### src/rtl/kanagawa_ram_read_stream.sv
// Burst read engine: turns {addr, len} commands into RAM reads and returns the words as a
// valid/ready stream with a last flag. Optional stall counter under KANAGAWA_RAM_READ_STREAM_STATS_EN.
module kanagawa_ram_read_stream #(
  parameter int DATA_WIDTH   = 32,
  parameter int ADDR_WIDTH   = 9,
  parameter int READ_LATENCY = 2,
  parameter int FIFO_DEPTH   = 4
) (
  input  logic                  clk,
  input  logic                  rst,
  input  logic                  cmd_valid_in,
  output logic                  cmd_ready_out,
  input  logic [ADDR_WIDTH-1:0] cmd_addr_in,
  input  logic [ADDR_WIDTH-1:0] cmd_len_in,
  output logic [ADDR_WIDTH-1:0] ram_readaddr_out,
  input  logic [DATA_WIDTH-1:0] ram_data_in,
  output logic                  out_valid_out,
  input  logic                  out_ready_in,
  output logic [DATA_WIDTH-1:0] out_data_out,
  output logic                  out_last_out,
  output logic                  busy_out
`ifdef KANAGAWA_RAM_READ_STREAM_STATS_EN
  , output logic [31:0]         stall_count_out
`endif
);
  localparam int PW = (FIFO_DEPTH > 1) ? $clog2(FIFO_DEPTH) : 1;
  localparam int CW = $clog2(FIFO_DEPTH) + 2;

  typedef enum logic {IDLE, BURST} state_t;
  state_t state_q, state_d;

  logic [ADDR_WIDTH-1:0] addr_q, remain_q;
  logic                  accept, issue, issue_last, credit_ok, push, pop;
  logic [READ_LATENCY:1] vld_pipe, last_pipe;
  logic [CW-1:0]         inflight_q, fifo_cnt_q;
  logic [PW-1:0]         wr_ptr_q, rd_ptr_q;
  logic [DATA_WIDTH-1:0] fifo_data [FIFO_DEPTH];
  logic [FIFO_DEPTH-1:0] fifo_last;

  // Every read in flight already owns a FIFO slot, so the tail can always be written.
  assign credit_ok = (inflight_q + fifo_cnt_q) < CW'(FIFO_DEPTH);

  always_comb begin
    state_d       = state_q;
    cmd_ready_out = 1'b0;
    accept        = 1'b0;
    issue         = 1'b0;
    issue_last    = 1'b0;
    case (state_q)
      IDLE: begin
        cmd_ready_out = 1'b1;
        if (cmd_valid_in) begin
          accept  = 1'b1;
          state_d = BURST;
        end
      end
      BURST: begin
        issue      = credit_ok;
        issue_last = credit_ok && (remain_q == '0);
        if (issue_last) state_d = IDLE;
      end
      default: state_d = IDLE;
    endcase
  end

  always_ff @(posedge clk) begin
    if (rst) state_q <= IDLE;
    else     state_q <= state_d;
  end

  always_ff @(posedge clk) begin
    if (rst) begin
      addr_q   <= '0;
      remain_q <= '0;
    end else if (accept) begin
      addr_q   <= cmd_addr_in;
      remain_q <= cmd_len_in;
    end else if (issue) begin
      addr_q <= addr_q + 1'b1;
      if (remain_q != '0) remain_q <= remain_q - 1'b1;
    end
  end

  assign ram_readaddr_out = addr_q;

  // Tag pipeline mirrors the RAM latency; the tail marks the cycle ram_data_in is valid.
  always_ff @(posedge clk) begin
    if (rst) begin
      vld_pipe  <= '0;
      last_pipe <= '0;
    end else begin
      vld_pipe[1]  <= issue;
      last_pipe[1] <= issue_last;
      for (int i = 2; i <= READ_LATENCY; i++) begin
        vld_pipe[i]  <= vld_pipe[i-1];
        last_pipe[i] <= last_pipe[i-1];
      end
    end
  end

  assign push = vld_pipe[READ_LATENCY];
  assign pop  = out_valid_out && out_ready_in;

  always_ff @(posedge clk) begin
    if (rst) begin
      inflight_q <= '0;
      fifo_cnt_q <= '0;
      wr_ptr_q   <= '0;
      rd_ptr_q   <= '0;
    end else begin
      inflight_q <= inflight_q + CW'(issue) - CW'(push);
      fifo_cnt_q <= fifo_cnt_q + CW'(push) - CW'(pop);
      if (push) wr_ptr_q <= wr_ptr_q + 1'b1;
      if (pop)  rd_ptr_q <= rd_ptr_q + 1'b1;
    end
  end

  always_ff @(posedge clk) begin
    if (push) begin
      fifo_data[wr_ptr_q] <= ram_data_in;
      fifo_last[wr_ptr_q] <= last_pipe[READ_LATENCY];
    end
  end

  // Storage is never reset, so the head is masked while the FIFO is empty.
  assign out_valid_out = (fifo_cnt_q != '0);
  assign out_data_out  = out_valid_out ? fifo_data[rd_ptr_q] : '0;
  assign out_last_out  = out_valid_out & fifo_last[rd_ptr_q];
  assign busy_out      = (state_q == BURST) || (inflight_q != '0) || out_valid_out;

`ifdef KANAGAWA_RAM_READ_STREAM_STATS_EN
  always_ff @(posedge clk) begin
    if (rst)
      stall_count_out <= '0;
    else if (state_q == BURST && !issue && stall_count_out != '1)
      stall_count_out <= stall_count_out + 1'b1;
  end
`endif

endmodule

### config.mk
export PLATFORM = sky130hd
export DESIGN_NAME = kanagawa_ram_read_stream
export DESIGN_NICKNAME = d
export VERILOG_FILES = /design/src/rtl/kanagawa_ram_read_stream.sv
export SDC_FILE = /design/constraint.sdc
export NUM_CORES = 1
export LEC_CHECK = 0
export ABC_AREA = 1
export CAP_MARGIN = 40
export CORE_ASPECT_RATIO = 0.6
export CORE_MARGIN = 4
export CORE_UTILIZATION = 40
export CTS_CLUSTER_DIAMETER = 30
export DETAILED_ROUTE_END_ITERATION = 8
export MAX_ROUTING_LAYER = met4
export PLACE_DENSITY = 0.63
export SLEW_MARGIN = 20
export SYNTH_ARGS = -nofsm -noshare
export SYNTH_HDL_FRONTEND = slang
export SYNTH_SLANG_ARGS = --single-unit
### constraint.sdc
create_clock -name clk -period 2.4 [get_ports clk]
set_input_delay 0.36 -clock clk [delete_from_list [all_inputs] [get_ports clk]]
set_output_delay 0.36 -clock clk [all_outputs]
set_load 0.1 [all_outputs]
# [Yosys cells after proc, flatten, opt, wreduce, memory -nomap -nowiden]
# Memories as Yosys holds them, arrays and structs flattened. A register that Yosys moved wholly into a read port is not among the register bits.
# Cells that the tools add are included.
[word_totals] regBits=39 mem_count=1 elab_cells=61 in_bits=54 ramBits=128
[op_classes] mux=21 addsub=9 n_lt_le_gt_ge=4 n_bitwise=2 reduce_logical=13
[memory_table] memory="fifo_data" words=4 word_bits=32 read_ports=1 rd_ports_with_merged_regs=1 write_ports=1 line_no="37" text="logic [DATA_WIDTH-1:0] fifo_data [FIFO_DEPTH];"
[ops] cell="$mux 9" n=5
[ops] cell="$mux 32" n=1
[ops] cell="$add 9x1->9 const B" n=1
[ops] cell="$logic_not 9->1" n=1
[ops] cell="$mux 1" n=9
[ops] cell="$reduce_bool 9->1" n=1
[ops] cell="$sub 9x1->9 const B" n=1
[ops] cell="$add 4x1->4" n=2
[ops] cell="$reduce_bool 4->1" n=2
[ops] cell="$sub 4x1->4" n=2
[ops] cell="$lt 2x3->1 const B" n=2
[ops] cell="$add 2x1->2 const B" n=2
[ops] cell="$add 4x4->4" n=1
[ops] cell="$bwmux 4" n=1
[ops] cell="$lt 4x3->1 const B" n=1
[ops] cell="$mux 2" n=2
[ops] cell="$reduce_bool 2->1" n=2
[ops] cell="$logic_and 1x1->1" n=3
[ops] cell="$bmux 1 s2" n=1
[ops] cell="$demux 1 s2" n=1
[ops] cell="$ge 2x1->1 const B" n=1
[ops] cell="$logic_or 1x1->1" n=2
[ops] cell="$pmux 1 s2" n=1
[ops] cell="$reduce_and 2->1" n=1
[ops] cell="other kinds (3)" n=3

# [Longest topological paths before layout]
# Gate-level depths: netlist of the first run.
[logic_depth] ltp_word=5 depth_mapped=15 mapped_depth_nobuf=15

# [Worst setup path before layout of the first run]
# OpenSTA, ideal clock, no wires.
[synth_timing] kind="register to output" from="register fifo_cnt_q[2]" to="output port out_data_out[22]" path_stages_with_launch=7 path_buffers=1 t_arrival_ns=3.391 path_slack_ns=-1.351 path_cell_list="dfxtp_1 -> inv_1 -> ha_1 -> nand3_1 -> clkinv_1 -> clkbuf_1 -> a21oi_1"
[synth_via] elab_chain_len=2
[synth_rtl] element="from (decl)" line_no="35" text="logic [CW-1:0] inflight_q, fifo_cnt_q;"
[synth_rtl] element="from (signal assigned)" line_no="112" text="fifo_cnt_q <= fifo_cnt_q + CW'(push) - CW'(pop);"
[synth_rtl] element="$reduce_bool 4->1" line_no="126" text="assign out_valid_out = (fifo_cnt_q != '0);"
[synth_rtl] element="named net out_valid_out" line_no="17" text="output logic out_valid_out,"
[synth_rtl] element="$mux 32" line_no="127" text="assign out_data_out = out_valid_out ? fifo_data[rd_ptr_q] : '0;"
[synth_rtl] element="to (decl)" line_no="19" text="output logic [DATA_WIDTH-1:0] out_data_out,"
# The timed path passes the listed nets, and every way through them passes these cells.

==> out/summary.txt, run 1 <==
vias - 5323
num ports - 99
area grow syn2layout - 34.7%
top sig layer - met4
CP Cell Sequence - clkbuf_8 -> nor2_1 -> nor2_1 -> o21ai_0 -> a21oi_2 -> buf_12
Hold Path Class - flop to flop
total grt overflow - 0
layout cell share with drive strength beyond 1 - 0.182
WS Path Type - flop to primary output
top-area cell type share of the netlist area - 0.541
Syn Area/Cell - 10.2 µm²
critical path's largest stage delay - 0.34 ns
most frequent CP cell - nor2_1
largest net degree at the start of global routing - 65
DR iter-0 viols - 369
CTS Root Cell - clkbuf_16
final count of hold timing violations - 0
largest cells by area after synthesis - edfxtp_1 (54%), dfxtp_1 (10%), nor2_1 (9.1%), o21ai_0 (6.0%), nand2_1 (3.8%)
crit start category - flop
std cell rows - 37
fmax - 442 MHz
DIE HEIGHT - 113 µm
relative slew slack - 0.551
top post-synthesis cells by count - nor2_1 (177), edfxtp_1 (132), o21ai_0 (88), nand2_1 (75), a21oi_1 (51)
TritonCTS Buffers - 17
number of synthesized register bits - 169
DRC errors left - 0
H-tree Lvls - 4
CP arrival - 1.90 ns
Routed met3 length - 804 µm
DRT Pass-1 Iters - 5
Max Cap Violations - 0
CTS tree - done
Final HPWL DP - 11000 µm
vias in the first global route - 5349
Hold WS - 0.410 ns
Setup Skew - 0.0169 ns
met2 wire len - 7820 µm
unrepaired setup endpoints after global routing - no
GR Util All Layers - 0.168
actual slew at the worst max-slew pin - 0.670 ns
Routed WL - 16700 µm
WP data required - 2.04 ns
met1 WL - 7990 µm
Worst-path clk slew - 0.07 ns
Port-buffer cells - 98
Initial Util - 0.417
outcome - finished, final reports clean
Via density - 4.99
Post-synth EDFFs - 132
hold_sp - vld_pipe[1]
cell taking the most area after synthesis - edfxtp_1
Max Slew Vio Count - 0
Synth Flop Type - edfxtp_1
Mapped Nets - 794
mapped cell area - 7320 µm²
Clock Tree Buf Depth - 2
first-pass GRT wire length - 26900 µm
WP buf/inv - 2
# setup viols final - 0
CTS Hold Buffers Added - 0
Core ar. - 17500 µm²
Final min period - 2.26 ns
fin nets - 894
initial antenna violation count - 0
CP top delay family - buffers and inverters
Synth Warn # - 0
GP Congestion - 0.854
post-route ant nets - 0
antenna diode count - 0
# clock sinks - 169
Gate Count Post-Synth - 720
post-synthesis sequential area ratio - 0.643
die width - 183 µm
Critical Path Fanout Max - 46
die area - 20600 µm²
final worst path period share - 0.942
slowest stage cell on the critical path - dfxtp_2
top-count cell post-synth - nor2_1
WL per Instance - 15.7 µm
Cell variety after synth - 36
reg2reg start - inflight_q[1]
Clock Latency Late Sink - 0.42 ns
post-synthesis async set-or-reset flop share - 0
Crit. End Element - primary output
==> worst min-delay path: cells and delay by family, from the launching register on <==
family / cells / cell delay (ns)
buffers and inverters: 1 / 0.04
DFF: 1 / 0.30
and+or+nand+nor: 1 / 0.03
==> flip-flops by register name (all words and copies together), names as in the netlist, named ones only <==
register / cells
fifo_data: 128
ram_readaddr_out: 9
remain_q: 9
fifo_cnt_q: 4
fifo_last: 4
inflight_q: 4
last_pipe: 2
rd_ptr_q: 2
vld_pipe: 2
wr_ptr_q: 2
state_q: 1
==> per-stage QoR <==
stage / setup WS [ns] / utilization / std cells / setup TNS (ns) / area (µm²)
2_1_floorplan: -0.0460 / - / 720 / -0.940 / 7650
3_3_place_gp: 0.242 / 0.527 / 1034 / 0 / 9250
3_5_place_dp: 0.175 / 0.527 / 1034 / 0 / 9250
4_1_cts: 0.0128 / 0.560 / 1066 / 0 / 9830
5_1_grt: 0.000952 / 0.562 / 1067 / 0 / 9860
6_report: 0.140 / 0.562 / 1067 / 0 / 9860
==> final cells by class <==
class	instances	area [µm²]
fill	1407	7680
sequential	169	4710
multi-input combinational	462	2550
timing repair buffer	112	1500
clock buffer	18	429
tap	234	293
inverter	58	230
clock inverter	14	148
==> timing repair <==
item	in CTS	in global routing
gates cloned	0	0
resized for setup	2	4
endpoints found under the setup margin	3	21
hold endpoints to repair	0	0
setup buffers	0	1
==> logic make-up after synthesis <==
logic type,share of synthesized area
fa+ha+maj,0.0362
xor+xnor,0.00239
buf+inv,0.0492
flops,0.643
compound gates,0.103
simple gates,0.167
==> worst paths after layout <==
| kind | end | slack [ns] | cells past startpoint |
|---|---|---|---|
| worst max register to register | inflight_q[2] | 0.20 | 13 |
| worst max-delay path | out_data_out[29] | 0.14 | 6 |
| worst min register to register | vld_pipe[2] | 0.41 | 2 |
| worst min-delay path | vld_pipe[2] | 0.41 | 2 |
==> cells in the final DEF (no fill, tap or decap), types with 7 or more instances in the layout <==
master           instances
dfxtp_1                 33
buf_4                   16
a21oi_2                 13
inv_1                   42
clkinv_1                 7
ha_1                    17
a21oi_1                 18
clkbuf_16               17
edfxtp_1               132
buf_12                  41
a21oi_4                 20
nand3_1                 20
nor2_1                 177
clkdlybuf4s50_1         53
o21ai_0                 88
nand2_1                 75
==> layer usage <==
layer | up-vias | global-route usage
met5 | - | -
met4 | 0 | 0.0360
met3 | 10 | 0.0402
met2 | 116 | 0.270
met1 | 2555 | 0.221
li1 | 2642 | -
Power of run 1 is left out: the tool's default activity adds up to more than one toggle a clock period on the data nets, which glitch-free logic cannot reach.
==> inputs of run 2 (changes only) <==
--- a/config.mk
+++ b/config.mk
@@ -9,11 +9,11 @@
 export CAP_MARGIN = 40
 export CORE_ASPECT_RATIO = 0.6
 export CORE_MARGIN = 4
-export CORE_UTILIZATION = 40
+export CORE_UTILIZATION = 35
 export CTS_CLUSTER_DIAMETER = 30
 export DETAILED_ROUTE_END_ITERATION = 8
 export MAX_ROUTING_LAYER = met4
-export PLACE_DENSITY = 0.63
+export PLACE_DENSITY = 0.57
 export SLEW_MARGIN = 20
 export SYNTH_ARGS = -nofsm -noshare
 export SYNTH_HDL_FRONTEND = slang
==> constraint.sdc (replaced) <==
create_clock -name clk -period 2.8 [get_ports clk]
set_input_delay 0.42 -clock clk [delete_from_list [all_inputs] [get_ports clk]]
set_output_delay 0.42 -clock clk [all_outputs]
set_load 0.1 [all_outputs]
==> run 2 against run 1 <==
Net effect:
- hold slack worse by 0.0043 ns
- die area is 13% higher
- register-to-register slack gained 0.39 ns
- cell count up 3.7%
- utilization is 8.5 points lower
- sequential cell count unchanged
- critical path depth is 1 lower
- non-clock buffer count increased by 1
- final area down 2.0%
- critical endpoint is now out_data_out[17]
- largest cell class unchanged
- highest routed layer unchanged
==> out/summary.txt, run 2 (synthesized netlist as in run 1, its figures left out) <==
outcome - finished, final reports clean
Final HPWL DP - 10800 µm
placed cells - 1075
vias in the first global route - 4875
relative slew slack - 0.585
unrepaired setup endpoints after global routing - no
Routed WL - 16800 µm
leading cell types in the layout, fill and taps excluded - nor2_1 (177), edfxtp_1 (132), o21ai_0 (88)
pwr dens - 1260 nW/µm²
DIE HEIGHT - 120 µm
Final min period - 2.53 ns
std cell rows - 40
Crit. End Element - primary output
cell leakage power - 3.64 nW
actual slew at the worst max-slew pin - 0.622 ns
largest net degree at the start of global routing - 50
post-CTS sizing - 0
postcts setup bufs - 0
H-tree Lvls - 4
VDD IR max - 0.843 mV
setup TNS - 0 ns
CTS Hold Buffers Added - 0
final worst path period share - 0.903
die width - 195 µm
Clock Tree Buf Depth - 2
area grow syn2layout - 32.0%
layout cell share with drive strength beyond 1 - 0.175
DP Area - 9090 µm²
Port-buffer cells - 98
Hold Path Class - flop to flop
commonest non-fill, non-tap cell in the layout - nor2_1
CP arrival - 2.11 ns
Worst-path clk slew - 0.07 ns
Biggest register - fifo_data
WL per Instance - 15.2 µm
initial antenna violation count - 0
first-pass GRT wire length - 26700 µm
DRC errors left - 0
final instance area - 9670 µm²
DR iter-0 viols - 412
CTS tree - done
# setup viols final - 0
final non-filler cell total - 1107
die area - 23400 µm²
WP data required - 2.38 ns
TritonCTS Buffers - 17
post-route ant nets - 0
Critical Path Fanout Max - 44
Max Slew Vio Count - 0
# clock sinks - 169
total grt overflow - 0
num ports - 99
GP Congestion - 0.779
DRT Pass-1 Iters - 5
vias - 5127
Max Cap Violations - 0
Setup Skew - 0.0131 ns
Clock Latency Late Sink - 0.44 ns
CTS Root Cell - clkbuf_16
Initial Util - 0.361
antenna diode count - 0
fmax - 395 MHz
fin nets - 895
WS Path Type - flop to primary output
final count of hold timing violations - 0
Largest register FFs - 128
Via density - 4.63
crit start category - flop
Core ar. - 20300 µm²
GR Util All Layers - 0.149
## run 2: changes by cell type in the layout (fill, tap and decap cells not counted), moves of 2 or more
cell      change
a21oi_2      +20
a21oi_4      -20
buf_4         +8
inv_1         +7
buf_12        -5
clkinv_4      -5
clkinv_1      -3
dfxtp_1       +3
dfxtp_2       -3
inv_6         +2
## run 2: critical path: stages, from the launching register on
cell	delay (ns)
dfxtp_2	0.56
clkinv_1	0.17
buf_4	0.29
o21ai_0	0.32
a21oi_2	0.12
buf_12	0.18
## run 2: metal layers
layer	vias up	track usage	share of wire
met5	-	-	0
met4	0	0.0474	0.011
met3	12	0.0325	0.037
met2	98	0.209	0.42
met1	2382	0.217	0.53
li1	2635	-	-
## run 2: final cells by class
| type | instances | area, µm² |
|---|---|---|
| fillers | 1859 | 10600 |
| flip-flops and latches | 169 | 4710 |
| multi-input cells | 462 | 2390 |
| repair buffers | 113 | 1430 |
| clock buffers | 17 | 425 |
| well taps | 273 | 342 |
| inverters | 58 | 219 |
| clock inverters | 15 | 151 |
## run 2: worst paths after layout
check                     start               end  slack [ns]  depth (start not counted)
setup / recovery           flop  out_data_out[17]        0.27                          5
hold reg to reg     vld_pipe[1]       vld_pipe[2]        0.41                          2
setup reg to reg  inflight_q[1]     inflight_q[2]        0.59                         13
hold / removal      vld_pipe[1]       vld_pipe[2]        0.41                          2
## run 2: through the flow
step	total power [mW]	hold slack, ns	util	setup slack (ns)
floorplan	7.67	0.388	-	0.0204
detailed placement	9.93	0.396	0.448	0.565
finish	12.1	0.405	0.477	0.271
global route	12.7	0.428	0.477	0.113
CTS	12.2	0.405	0.477	0.238
global placement	9.91	0.389	0.448	0.615
## run 2: report_power, final
part	leakage (nW)	switching, mW	internal (mW)	total [mW]
clock	0.278	1.11	1.19	2.30
combinational	1.87	4.68	2.12	6.79
sequential	1.49	0.155	2.88	3.04
total	3.64	5.94	6.19	12.1
No activity file was read; power rests on OpenSTA's default activity.
==> inputs of run 3 (changes only) <==
--- a/config.mk
+++ b/config.mk
@@ -14,6 +14,7 @@
 export DETAILED_ROUTE_END_ITERATION = 8
 export MAX_ROUTING_LAYER = met4
 export PLACE_DENSITY = 0.57
+export REMOVE_ABC_BUFFERS = 1
 export SLEW_MARGIN = 20
 export SYNTH_ARGS = -nofsm -noshare
 export SYNTH_HDL_FRONTEND = slang
==> run 3 against run 2 <==
Net effect:
- global-route usage is 0.11 points higher
- first-iteration DRC count is 26% lower
- cell count hardly changed
- fmax is 0.55% lower
- utilization is 0.76 points lower
- combinational power is 3% lower
- die area stayed put
==> out/summary.txt, run 3 (synthesized netlist as in run 1, its figures left out) <==
H-tree Lvls - 4
DRT Pass-1 Iters - 6
Final min period - 2.54 ns
Crit. End Element - primary output
actual slew at the worst max-slew pin - 0.634 ns
layout cell share with drive strength beyond 1 - 0.132
Clock Tree Buf Depth - 2
leading cell types in the layout, fill and taps excluded - nor2_1 (177), edfxtp_1 (132), o21ai_0 (88)
outcome - finished, final reports clean
die width - 195 µm
total grt overflow - 0
GP Congestion - 0.812
WS Path Type - flop to primary output
final worst path period share - 0.908
met2 usage - 0.209
vias in the first global route - 4989
Hold Path Class - flop to flop
Via density - 4.66
Max Slew Vio Count - 0
commonest non-fill, non-tap cell in the layout - nor2_1
Largest register FFs - 128
NetSw - 5.80 mW
final instance area - 9510 µm²
largest net degree at the start of global routing - 65
Max Cap Violations - 0
TritonCTS Buffers - 17
std cell rows - 40
CTS tree - done
post-CTS sizing - 0
crit start category - flop
Worst-path clk slew - 0.07 ns
Clock power frac - 0.192
initial antenna violation count - 1
cell leakage power - 3.62 nW
GR Util met1 - 0.221
Critical Path Fanout Max - 25
Storage cell area - 4710 µm²
DIE HEIGHT - 120 µm
GR Util All Layers - 0.150
area of the multi-input gates - 2260 µm²
post-route ant nets - 0
Initial Util - 0.361
combinational fraction of design power - 0.555
Fillers - 1908
pwr dens - 1250 nW/µm²
fin nets - 894
Clock Latency Late Sink - 0.43 ns
CTS Hold Buffers Added - 0
final count of hold timing violations - 0
CP top delay family - buffers and inverters
DRC errors left - 0
Reg power frac - 0.254
Most Crowded Layer GR - met1
postcts setup bufs - 0
Sw Ratio - 0.486
CP Cell Sequence - inv_1 -> ha_1 -> nand3_1 -> clkinv_1 -> buf_4 -> a21oi_1 -> buf_12
CTS Root Cell - clkbuf_16
final non-filler cell total - 1106
CP arrival - 2.12 ns
fmax - 393 MHz
slowest stage cell on the critical path - dfxtp_1
placed cells - 1074
first-pass GRT wire length - 27100 µm
area grow syn2layout - 29.9%
WL per Instance - 15.1 µm
DP Area - 8930 µm²
critical path's largest stage delay - 0.35 ns
Final Power - 11.9 mW
unrepaired setup endpoints after global routing - no
relative slew slack - 0.575
VDD IR max - 1.20 mV
Setup Skew - 0.0140 ns
die area - 23400 µm²
Biggest register - fifo_data
Final HPWL DP - 10700 µm
Routed WL - 16700 µm
# setup viols final - 0
num ports - 99
WP data required - 2.38 ns
DR iter-0 viols - 306
Pint - 6.13 mW
Core ar. - 20300 µm²
Port-buffer cells - 98
# clock sinks - 169
WP buf/inv - 4
met3 Use GR - 0.0345
vias - 5150
==> run 3: cell count changes in the layout (fill, tap and decap cells not counted), sizes merged <==
| cell | change |
|---|---|
| buf | -1 |
| inv | -3 |
| clkinvlp | -1 |
| clkinv | +3 |
| diode | +1 |
==> run 3: final timing paths <==
kind / startpoint / end / slack (ns) / depth (start not counted)
setup / recovery: fifo_cnt_q[2] / out_data_out[6] / 0.26 / 7
hold / removal: vld_pipe[1] / vld_pipe[2] / 0.42 / 2
setup reg to reg: inflight_q[1] / inflight_q[2] / 0.52 / 13
hold reg to reg: vld_pipe[1] / vld_pipe[2] / 0.42 / 2
==> run 3: routing by layer <==
layer,wire length (µm),up-vias
met5,0,-
met4,140,0
met3,684,12
met2,6900,90
met1,9020,2410
li1,-,2638
==> run 3: power groups by stage <==
stage	combinational, mW	clock, mW	sequential [mW]
global route	7.00	2.46	3.05
finish	6.62	2.29	3.03
floorplan	4.03	0	3.33
CTS	6.69	2.35	3.03
global placement	6.66	0	3.08
detailed placement	6.67	0	3.08
==> run 3: layout make-up <==
type | instances | area share
repair buffers | 112 | 0.148
well taps | 273 | 0.0359
inverters | 58 | 0.0230
diodes | 1 | 0.000263
clock inverters | 14 | 0.0159
clock buffers | 17 | 0.0447
flip-flops and latches | 169 | 0.495
multi-input cells | 462 | 0.237
==> run 3: tightest hold or removal path, stage by stage, from the launching register on <==
cell     delay [ns]
dfxtp_1        0.30
inv_1          0.04
nor2_1         0.03
==> run 3: per-stage QoR <==
stage / hold WS, ns / util / TNS (ns) / setup WS, ns
floorplan: 0.388 / - / -48.66 / -1.45
global placement: 0.399 / 0.441 / 0 / 0.580
detailed placement: 0.415 / 0.441 / 0 / 0.508
CTS: 0.423 / 0.469 / 0 / 0.213
global route: 0.450 / 0.469 / 0 / 0.0958
finish: 0.416 / 0.469 / 0 / 0.257
==> patch: new RTL, config.mk and constraints of run 3 <==
Add a define of `KANAGAWA_RAM_READ_STREAM_STATS_EN`.
--- a/src/rtl/kanagawa_ram_read_stream.sv
+++ b/src/rtl/kanagawa_ram_read_stream.sv
@@ -1,5 +1,7 @@
 // Burst read engine: turns {addr, len} commands into RAM reads and returns the words as a
 // valid/ready stream with a last flag. Optional stall counter under KANAGAWA_RAM_READ_STREAM_STATS_EN.
+`define KANAGAWA_RAM_READ_STREAM_STATS_EN
+
 module kanagawa_ram_read_stream #(
   parameter int DATA_WIDTH   = 32,
   parameter int ADDR_WIDTH   = 9,
Check against the original RTL (old outputs only; new: stall_count_out): equivalent (Yosys induction, for registers that start in step).
==> patch against run 3 <==
  * Critical path depth is the same
  * Sequential share of layout area shrank 7.0 points
  * Worst setup slack lost 0.041 ns
  * Total power grew 29%
  * Final area grew 32%
  * Sequential cell count grew 32
  * Wire length grew 48%
  * Area after synthesis grew 29%
  * Largest cell class unchanged
  * Highest routed layer unchanged
==> patch: results (changes against run 3) <==
Pwr
  • Peak supply drop: 0.000805 V (-33%)
  • Switching share of power: 45.6% (-3.0 points)

Place
  • Number of input and output port buffers inserted: 130 (+33%)
  • Gp weighted congestion: 0.882 (+8.6%)
  • Dpl ws: 0.524 ns (+0.0162 ns)
  • Half-perimeter wire length of the detailed placement result: 16,200 um (+51%)

Critical path
  • Setup slack of the worst register-to-register path: 0.50 ns (-0.02 ns)
  • Critical path data arrival time: 2.16 ns (+0.04 ns)
  • Max FO, Critical Path: 34 (+36%)

Min path
  • End of the worst hold path: last_pipe[2]
  • Beginning of the worst hold path: last_pipe[1]

Drt
  • Drt initial violations: 479 (+57%)
  • Mean number of vias per cell: 4.73 (+1.6%)
  • Detail Route met3 WL: 1340 um (+96%)
  • Total Wirelength: 24,700 um (+48%)
  • Met2 wirelength from detailed routing: 10,400 um (+50%)
  • Detailed-routing wirelength on met1: 12,700 um (+41%)
  • 1st-pass router iterations: 5 (-1)

Outcome
  • Status: finished clean

Layout
  • Count of inserted antenna diode cells: 0 (-1)

Logic synthesis
  • Number of distinct library cells after synthesis: 32 (-11%)
  • Most instantiated cells after synthesis: sky130_fd_sc_hd__nor2_1 (229), sky130_fd_sc_hd__nand2_1 (206), sky130_fd_sc_hd__edfxtp_1 (132), sky130_fd_sc_hd__o21ai_0 (93), sky130_fd_sc_hd__inv_1 (76)
  • Sequential element share of the synthesized area: 56.5% (-7.7 points)
  • Biggest area contributors in the synthesized netlist: sky130_fd_sc_hd__edfxtp_1 (42%), sky130_fd_sc_hd__dfxtp_1 (15%), sky130_fd_sc_hd__nor2_1 (9.1%)

CTS
  • Reg clk slew, reported paths: 0.05 ns (-0.02 ns)
  • Worst-skew pair later-pin latency: 0.50 ns (+0.07 ns)
  • Max Buffers Root-to-Sink: 3 (+1)
  • Maximum level of the CTS H-tree: 2 (-2)

STA
  • Max-slew headroom at the worst pin: 56.6% (-0.92 points)
  • Post-route clock skew: 0.0191 ns (+0.00508 ns)

Global routing
  • First-pass GRT wire length: 39,000 um (+44%)
  • Number of antenna violations at the first check in global routing: 0 (-1)
  • Gr usage total: 16.8% (+1.8 points)
[patch: worst max-delay path by stage]
stage                        startpoint               to  slack [ns]  depth (start not counted)
after floorplan           fifo_cnt_q[2]  out_data_out[0]       -1.45                          5
after detailed placement  inflight_q[1]    inflight_q[2]        0.52                         13
after CTS                 fifo_cnt_q[2]  out_data_out[5]        0.13                          7
after global placement    inflight_q[1]    inflight_q[2]        0.54                         13
final                     fifo_cnt_q[2]  out_data_out[5]        0.22                          7
after global routing      fifo_cnt_q[2]  out_data_out[5]        0.04                          7
[patch: cell families (layout without fill, tap and decap cells)]
family / after synthesis / count (layout) / share of synthesized area (%)
XOR/XNOR: 20 / 20 / 1.85
buffers and inverters: 121 / 290 / 5.16
flip-flops: 201 / 201 / 56.5
AO/OA/AOI/OAI: 179 / 179 / 10.0
adder cells (fa/ha/maj): 21 / 21 / 2.94
AND/OR/NAND/NOR: 536 / 536 / 23.5
[patch: worst max-delay path: stages (launching register included)]
cell	delay [ns]
sky130_fd_sc_hd__dfxtp_1	0.34
sky130_fd_sc_hd__inv_1	0.07
sky130_fd_sc_hd__ha_1	0.19
sky130_fd_sc_hd__nand3_1	0.11
sky130_fd_sc_hd__clkinv_1	0.07
sky130_fd_sc_hd__buf_4	0.26
sky130_fd_sc_hd__a21oi_1	0.38
sky130_fd_sc_hd__buf_12	0.23
[patch: final cells by class]
type	instances	area [sq um]
well taps	360	450
flip-flops and latches	201	5350
clock inverters	22	185
clock buffers	44	1010
fillers	2505	14000
inverters	79	298
multi-input cells	756	3620
repair buffers	145	1660
[patch: metrics by stage]
stage / instance area, sq um / std cells / util [%] / hold slack [ns]
final: 12600 / 1607 / 47.4 / 0.402
after global routing: 12600 / 1607 / 47.4 / 0.434
after CTS: 12600 / 1607 / 47.4 / 0.408
after detailed placement: 11400 / 1541 / 42.9 / 0.401
after global placement: 11400 / 1541 / 42.9 / 0.394
after floorplan: 9270 / 1036 / - / 0.388
[patch: power groups by stage]
stage	registers (mW)	clock network, mW	logic [mW]
2_1_floorplan	4.12	0	4.50
3_3_place_gp	3.70	0	7.54
3_5_place_dp	3.70	0	7.56
4_1_cts	3.65	4.35	7.59
5_1_grt	3.68	4.50	7.98
6_report	3.65	4.24	7.54
[patch: per-layer routing]
metal,up-vias,global-route usage (%)
li1,3881,-
met1,3525,24.8
met2,172,23.5
met3,25,3.97
met4,0,3.80
met5,-,-
[patch: what timing repair did]
| action | CTS | global route |
|---|---|---|
| hold endpoints to repair | 0 | 0 |
| endpoints found under the setup margin | 3 | 0 |
| resized for setup | 2 | 0 |
